### src/rtl/mult_pkg.sv
// ---------------------------------------------------------------------------
// mult_pkg
// Shared definitions for the sequential shift-add multiplier.
//   DEFAULT_WIDTH  : default operand width in bits
//   STB_*          : bit positions of the control strobes in the packed
//                    vector {shb, shp, ld, ldp, clr}, shared with the FSM
//   action_e       : the one strobe that acts in a given cycle
//   cnt_width()    : width of the processed-bit counter, clog2(WIDTH+1)
//   decode_strobes(): fixed priority clr > ld > ldp > shp > shb
// ---------------------------------------------------------------------------
package mult_pkg;

   localparam int DEFAULT_WIDTH = 8;

   localparam int STB_CLR = 0;
   localparam int STB_LDP = 1;
   localparam int STB_LD  = 2;
   localparam int STB_SHP = 3;
   localparam int STB_SHB = 4;
   localparam int NUM_STB = 5;

   typedef enum logic [2:0] {
      ACT_NONE,
      ACT_CLR,
      ACT_LD,
      ACT_LDP,
      ACT_SHP,
      ACT_SHB
   } action_e;

   function automatic int cnt_width(input int width);
      return $clog2(width + 1);
   endfunction

   function automatic action_e decode_strobes(input logic [NUM_STB-1:0] stb);
      if (stb[STB_CLR])      return ACT_CLR;
      else if (stb[STB_LD])  return ACT_LD;
      else if (stb[STB_LDP]) return ACT_LDP;
      else if (stb[STB_SHP]) return ACT_SHP;
      else if (stb[STB_SHB]) return ACT_SHB;
      else                   return ACT_NONE;
   endfunction

endpackage

### src/rtl/mult_bit_counter.sv
// ---------------------------------------------------------------------------
// mult_bit_counter
// Counts processed multiplier bits from 0 up to WIDTH and saturates there.
// Ports:
//   clk, reset  : clock, synchronous active-high reset
//   clr_i       : clear to zero
//   zero_i      : load zero (start of a new multiply)
//   inc_i       : advance by one (ignored once terminal)
//   count_o     : current count
//   last_o      : count == WIDTH-1 (next increment completes the multiply)
//   term_o      : count == WIDTH
// ---------------------------------------------------------------------------
module mult_bit_counter
   import mult_pkg::*;
#(
   parameter int WIDTH = DEFAULT_WIDTH,
   parameter int CW    = cnt_width(WIDTH)
) (
   input  logic          clk,
   input  logic          reset,
   input  logic          clr_i,
   input  logic          zero_i,
   input  logic          inc_i,
   output logic [CW-1:0] count_o,
   output logic          last_o,
   output logic          term_o
);

   logic [CW-1:0] count_q;
   logic [CW-1:0] count_d;

   assign count_o = count_q;
   assign last_o  = (count_q == CW'(WIDTH - 1));
   assign term_o  = (count_q == CW'(WIDTH));

   always_comb begin
      count_d = count_q;
      if (clr_i || zero_i)
         count_d = '0;
      else if (inc_i && !term_o)
         count_d = count_q + CW'(1);
   end

   always_ff @(posedge clk) begin
      if (reset)
         count_q <= '0;
      else
         count_q <= count_d;
   end

endmodule

### src/rtl/mult_datapath.sv
// ---------------------------------------------------------------------------
// mult_datapath
// Shift-add multiplier datapath driven by one-hot strobes from the control
// FSM. The FSM never terminates, so this block detects completion itself,
// freezes (busy=0) and presents a registered product with a sticky done.
// Ports:
//   clk, reset    : clock, synchronous active-high reset
//   clr           : clear working registers and flags (product holds)
//   ld            : load a_in/b_in and start a multiply
//   ldp           : P += M when Q[0]=1
//   shp           : M <<= 1
//   shb           : Q >>= 1, count one processed bit
//   a_in, b_in    : unsigned operands, sampled on ld
//   product       : registered result, valid while done=1
//   done          : sticky completion flag
//   result_valid  : one-cycle pulse when done rises
//   busy          : multiply in progress
//   bit_cnt       : number of bits processed
// ---------------------------------------------------------------------------
module mult_datapath
   import mult_pkg::*;
#(
   parameter int WIDTH = DEFAULT_WIDTH
) (
   input  logic                        clk,
   input  logic                        reset,
   input  logic                        clr,
   input  logic                        ld,
   input  logic                        ldp,
   input  logic                        shp,
   input  logic                        shb,
   input  logic [WIDTH-1:0]            a_in,
   input  logic [WIDTH-1:0]            b_in,
   output logic [2*WIDTH-1:0]          product,
   output logic                        done,
   output logic                        result_valid,
   output logic                        busy,
   output logic [cnt_width(WIDTH)-1:0] bit_cnt
);

   localparam int CW = cnt_width(WIDTH);

   logic [2*WIDTH-1:0] m_q, m_d;
   logic [WIDTH-1:0]   q_q, q_d;
   logic [2*WIDTH-1:0] p_q, p_d;
   logic [2*WIDTH-1:0] product_q, product_d;
   logic               done_q, done_d;
   logic               busy_q, busy_d;
   logic               rv_q, rv_d;

   logic               cnt_clr, cnt_zero, cnt_inc;
   logic               cnt_last, cnt_term;
   logic [NUM_STB-1:0] stb;
   action_e            act;

   assign stb[STB_CLR] = clr;
   assign stb[STB_LDP] = ldp;
   assign stb[STB_LD]  = ld;
   assign stb[STB_SHP] = shp;
   assign stb[STB_SHB] = shb;
   assign act          = decode_strobes(stb);

   mult_bit_counter #(
      .WIDTH (WIDTH),
      .CW    (CW)
   ) u_bit_counter (
      .clk     (clk),
      .reset   (reset),
      .clr_i   (cnt_clr),
      .zero_i  (cnt_zero),
      .inc_i   (cnt_inc),
      .count_o (bit_cnt),
      .last_o  (cnt_last),
      .term_o  (cnt_term)
   );

   always_comb begin
      m_d       = m_q;
      q_d       = q_q;
      p_d       = p_q;
      product_d = product_q;
      done_d    = done_q;
      busy_d    = busy_q;
      rv_d      = 1'b0;       // result_valid is a single-cycle pulse
      cnt_clr   = 1'b0;
      cnt_zero  = 1'b0;
      cnt_inc   = 1'b0;

      unique case (act)
         ACT_CLR: begin
            m_d     = '0;
            q_d     = '0;
            p_d     = '0;
            done_d  = 1'b0;
            busy_d  = 1'b0;
            cnt_clr = 1'b1;
         end
         ACT_LD: begin
            m_d      = {{WIDTH{1'b0}}, a_in};
            q_d      = b_in;
            p_d      = '0;
            done_d   = 1'b0;
            busy_d   = 1'b1;
            cnt_zero = 1'b1;
         end
         ACT_LDP: begin
            if (busy_q && q_q[0])
               p_d = p_q + m_q;
         end
         ACT_SHP: begin
            if (busy_q)
               m_d = m_q << 1;
         end
         ACT_SHB: begin
            // cnt_term guard keeps the counter from ever passing WIDTH
            if (busy_q && !cnt_term) begin
               q_d     = q_q >> 1;
               cnt_inc = 1'b1;
               if (cnt_last) begin
                  // last ldp already happened, so P is final here
                  busy_d    = 1'b0;
                  done_d    = 1'b1;
                  product_d = p_q;
                  rv_d      = 1'b1;
               end
            end
         end
         default: ;
      endcase
   end

   always_ff @(posedge clk) begin
      if (reset) begin
         m_q       <= '0;
         q_q       <= '0;
         p_q       <= '0;
         product_q <= '0;
         done_q    <= 1'b0;
         busy_q    <= 1'b0;
         rv_q      <= 1'b0;
      end else begin
         m_q       <= m_d;
         q_q       <= q_d;
         p_q       <= p_d;
         product_q <= product_d;
         done_q    <= done_d;
         busy_q    <= busy_d;
         rv_q      <= rv_d;
      end
   end

   assign product      = product_q;
   assign done         = done_q;
   assign busy         = busy_q;
   assign result_valid = rv_q;

endmodule

### config.mk
export PLATFORM = sky130hd
export DESIGN_NAME = mult_datapath
export DESIGN_NICKNAME = d
export VERILOG_FILES = /design/src/rtl/mult_pkg.sv /design/src/rtl/mult_bit_counter.sv /design/src/rtl/mult_datapath.sv
export SDC_FILE = /design/constraint.sdc
export NUM_CORES = 1
export LEC_CHECK = 0
export BUFFER_PORTS_ARGS = -buffer_cell sky130_fd_sc_hd__buf_2
export CAP_MARGIN = 15
export CORE_ASPECT_RATIO = 0.6
export CORE_MARGIN = 8
export CORE_UTILIZATION = 53
export CTS_BUF_LIST = sky130_fd_sc_hd__clkbuf_4 sky130_fd_sc_hd__clkbuf_8
export DETAILED_ROUTE_END_ITERATION = 16
export PLACE_DENSITY_LB_ADDON = 0.05
export SYNTH_ARGS = -nofsm -noshare
export SYNTH_HDL_FRONTEND = slang
export SYNTH_SLANG_ARGS = --single-unit
### constraint.sdc
create_clock -name clk -period 2.01 [get_ports clk]
set_input_delay 0.3015 -clock clk [delete_from_list [all_inputs] [get_ports clk]]
set_output_delay 0.3015 -clock clk [all_outputs]
set_load 0.01 [all_outputs]
==> tab_implementation.tex <==
\begin{tabular}{lr}
\hline
Metric & Value \\
\hline
\multicolumn{2}{l}{\textbf{Floorplan}} \\
\quad Io pins & 46 \\
\quad Starting density of the core & 0.5349 \\
\quad Die W & 116.0 um \\
\quad Floorplan die area & 8817 um2 \\
\quad Die extent in y & 76.01 um \\
\quad Core Area & 5946 um2 \\
\quad Number of standard-cell rows in the floorplan & 22 \\
\multicolumn{2}{l}{\textbf{Clock tree}} \\
\quad CTS tree & yes \\
\quad Level count of the clock H-tree & 3 \\
\quad TritonCTS sink count & 63 \\
\quad Longest Clk Path Bufs & 2 \\
\quad Reg clk slew, reported paths & 0.07 ns \\
\quad Clock tree root driver cell & clkbuf\_8 \\
\quad Number of buffers inserted during clock tree synthesis & 9 \\
\quad Quantity of hold-fixing buffers added after cts & 0 \\
\quad Clock Latency Late Sink & 0.34 ns \\
\multicolumn{2}{l}{\textbf{Finish}} \\
\quad Final net count & 529 \\
\quad Filler cell count & 482 \\
\quad Layout cells sized above 1 & 0.3286 \\
\quad Share of the core filled with cells & 0.7201 \\
\quad Final instance area & 4282 um2 \\
\quad \# diodes & 0 \\
\quad Layout area overhead & 34.62\% \\
\multicolumn{2}{l}{\textbf{STA}} \\
\quad Maximum achievable frequency & 0.4816 GHz \\
\quad Total count of max-transition violations in the final report & 0 \\
\quad Share of the cycle needed by the critical path after routing & 1.033 \\
\quad RSZ-0062 raised after global routing & true \\
\quad Slack of the critical path & -0.06629 ns \\
\quad Final hold vios & 0 \\
\quad Setup Total Neg Slack & -0.1482 ns \\
\quad Worst relative slew slack & 0.2637 \\
\quad Actual transition at the worst max-transition pin & 1.102 ns \\
\quad Fin Clk Skew & 0.01030 ns \\
\quad Minimum clock period after layout & 2.076 ns \\
\quad Final setup violation count & 4 \\
\multicolumn{2}{l}{\textbf{Detailed routing}} \\
\quad Met1 Wirelength & 4347 um \\
\quad Number of routed nets with antenna violations & 0 \\
\quad Routed length on met3 & 794 um \\
\quad Aggregate routed wire length & 9421 um \\
\quad Via density per instance & 5.640 \\
\quad Per-cell routed wire length & 16.33 um \\
\quad Top routing layer in use & met5 \\
\quad Residual DRC count & 0 \\
\quad Met2 WL & 4176 um \\
\quad Initial DRC Count & 353 \\
\quad Via Count & 3254 \\
\quad First-pass iteration count of the detailed router & 8 \\
\multicolumn{2}{l}{\textbf{Worst setup path}} \\
\quad Reg-to-reg critical path startpoint & p\_q[0] \\
\quad Crit end category & flop \\
\quad Internal reg-to-reg setup slack & -0.07 ns \\
\quad Startpoint-to-endpoint class of the critical path & flop to flop \\
\quad Critical Path Source Type & flop \\
\quad Required time worst endpoint & 2.27 ns \\
\quad Peak fanout along the critical path & 3 \\
\quad Arrival time at the worst endpoint & 2.33 ns \\
\quad R2R depth & 9 \\
\quad Reg-to-reg endpoint & p\_q[14] \\
\multicolumn{2}{l}{\textbf{Worst hold path}} \\
\quad Number of stages on the worst hold path & 3 \\
\quad Worst Min Path Start & b\_in[7] \\
\quad Worst hold path class & primary input to flop \\
\quad Hold Crit Endpoint & q\_q[7] \\
\multicolumn{2}{l}{\textbf{Placed design}} \\
\quad HPWL after DPL & 6522 um \\
\quad DP Worst Slack & -0.1421 ns \\
\quad Placed Area & 3865 um2 \\
\quad I/O Buffers & 45 \\
\quad Routability congestion estimate & 0.9115 \\
\multicolumn{2}{l}{\textbf{Power and ir drop}} \\
\quad Total power of the final layout & 0.002681 W \\
\quad Power Density & 626.2 nW/um2 \\
\quad Peak supply drop & 0.0004692 V \\
\quad Lkg Pwr & 1.803 nW \\
\multicolumn{2}{l}{\textbf{Yosys}} \\
\quad YS warnings & 0 \\
\quad Sequential area share after synthesis & 0.3965 \\
\quad Avg Cell Area, Syn & 8.155 um2 \\
\quad Count of flip-flops with a built-in enable after synthesis & 0 \\
\quad Flop and latch count out of synthesis & 63 \\
\quad Synthesized cell area & 3181 um2 \\
\quad Count of different cell masters after synthesis & 55 \\
\quad Syn Nets & 431 \\
\quad Fraction of registers with async set/reset & 0 \\
\quad Top FF cell, synth & dfxtp\_1 \\
\quad Post-Syn Instances & 390 \\
\multicolumn{2}{l}{\textbf{Status}} \\
\quad Status & complete, but fails checks \\
\quad Failing checks & setup timing \\
\multicolumn{2}{l}{\textbf{Global route}} \\
\quad Largest net degree at the start of global routing & 43 \\
\quad Global-route total usage across every layer & 0.2140 \\
\quad Wire length of the first global-routing pass & 15150 um \\
\quad Congestion Overflow GR & 0 \\
\quad Number of global-route vias before repair & 3029 \\
\quad Initial antenna violation count & 1 \\
\multicolumn{2}{l}{\textbf{Flow run}} \\
\quad Max capacitance violation total & 0 \\
\hline
\end{tabular}
-- registers in the layout, summed over array words and instances, names as in the netlist --
| signal | count |
|---|---|
| busy | 1 |
| product | 16 |
| u_bit_counter.count_o | 4 |
| m_q | 16 |
| result_valid | 1 |
| q_q | 8 |
| p_q | 16 |
| done | 1 |
-- cell families (layout without fill, tap and decap cells) --
| logic type | count (synthesis) | count (layout) | share of synthesized area |
|---|---|---|---|
| AOI/OAI and AO/OA | 105 | 105 | 0.2238 |
| xor gates and xnor gates | 8 | 8 | 0.02203 |
| adders and majority gates | 18 | 18 | 0.07317 |
| DFF | 63 | 63 | 0.3965 |
| buffers and inverters | 32 | 135 | 0.04209 |
| and+or+nand+nor | 162 | 162 | 0.2356 |
| muxes | 2 | 2 | 0.006688 |
-- what timing repair did --
action,4_1_cts,5_1_grt
gates resized for setup,17,12
buffers inserted,6,2
endpoints found under the setup margin,5,7
pin swaps,10,7
endpoints found under the hold margin,0,0
-- critical path: stages (launching register included) --
cell and delay, ns:
dfxtp_2 0.35, ha_4 0.14, inv_2 0.03, fa_2 0.36, nor2b_4 0.16, o2111ai_4 0.15, a21oi_4 0.20, o2111ai_2 0.13
a2111o_1 0.37, o211ai_1 0.10
-- per-layer routing --
layer / global-route usage / up-vias
met5: 0 / -
met4: 0.06049 / 2
met3: 0.07041 / 16
met2: 0.3069 / 128
met1: 0.2957 / 1516
li1: - / 1592
-- layout by cell type (no fill, tap or decap), types with 3 or more instances in the layout --
cell       n
ha_1      11
a21oi_1   50
and2_1     3
o21ai_2    3
nand3_1   10
o211ai_1   3
nor3_1    17
nand3b_1   3
nand4_1    4
nor2_1    32
a21o_1     6
inv_1      9
a222oi_1  14
xnor2_1    6
buf_2     45
dfxtp_2    9
nand2_1   77
dfxtp_1   53
buf_4     64
ha_4       6
o21ai_0    6
clkbuf_8   9
clkbuf_4   3
-- synthesized netlist by cell type, types with 2 or more instances --
master,count,share of area
o21ai_0,8,0.013
o21ai_2,2,0.0055
o31ai_1,2,0.0047
a21o_1,6,0.014
nand3b_1,3,0.0071
o21a_1,3,0.0071
buf_1,3,0.0035
xnor2_1,6,0.017
nand2_1,77,0.091
nand4_1,4,0.0079
dfxtp_1,63,0.40
o2111ai_1,2,0.0055
inv_1,10,0.012
clkbuf_1,15,0.018
and3_1,2,0.0039
and2_1,3,0.0059
nor3_1,17,0.027
nand3_1,10,0.016
nor2b_1,3,0.0059
a222oi_1,14,0.044
nor2_1,32,0.038
o211ai_1,3,0.0071
buf_2,2,0.0031
ha_1,17,0.067
xor2_1,2,0.0055
a21oi_1,52,0.082
-- per-stage QoR --
stage | instances | hold slack [ns]
final | 577 | 0.1909
after global routing | 577 | 0.2162
after CTS | 575 | 0.1876
after detailed placement | 553 | 0.4442
after global placement | 553 | 0.4385
after floorplan | 390 | 0.3733
-- where the power goes --
group          internal [W]  switching (W)  total, W
clock              0.000736       0.000474   0.00121
combinational     0.0000835       0.000106  0.000190
sequential          0.00127      0.0000145   0.00128
total               0.00209       0.000595   0.00268
-- how the worst max path moves through the flow --
stage / startpoint / end / slack, ns / cells after the start
6_report: p_q[0] / p_q[14] / -0.07 / 9
5_1_grt: p_q[0] / p_q[14] / -0.14 / 9
4_1_cts: p_q[0] / p_q[14] / -0.09 / 9
3_5_place_dp: p_q[0] / p_q[14] / -0.14 / 9
3_3_place_gp: m_q[1] / p_q[13] / -0.08 / 7
2_1_floorplan: p_q[0] / p_q[14] / -0.01 / 9
-- cell type report --
type,count,area [um2],share of cell area
clock buffer,12,146.4,0.03419
clock inverter,4,70.07,0.01636
timing repair buffer,109,705.7,0.1648
sequential,63,1276,0.2981
tap,84,105.1,0.02455
inverter,10,37.54,0.008767
multi-input combinational,295,1941,0.4532
Note: power is estimated with default switching activity, not from simulation.
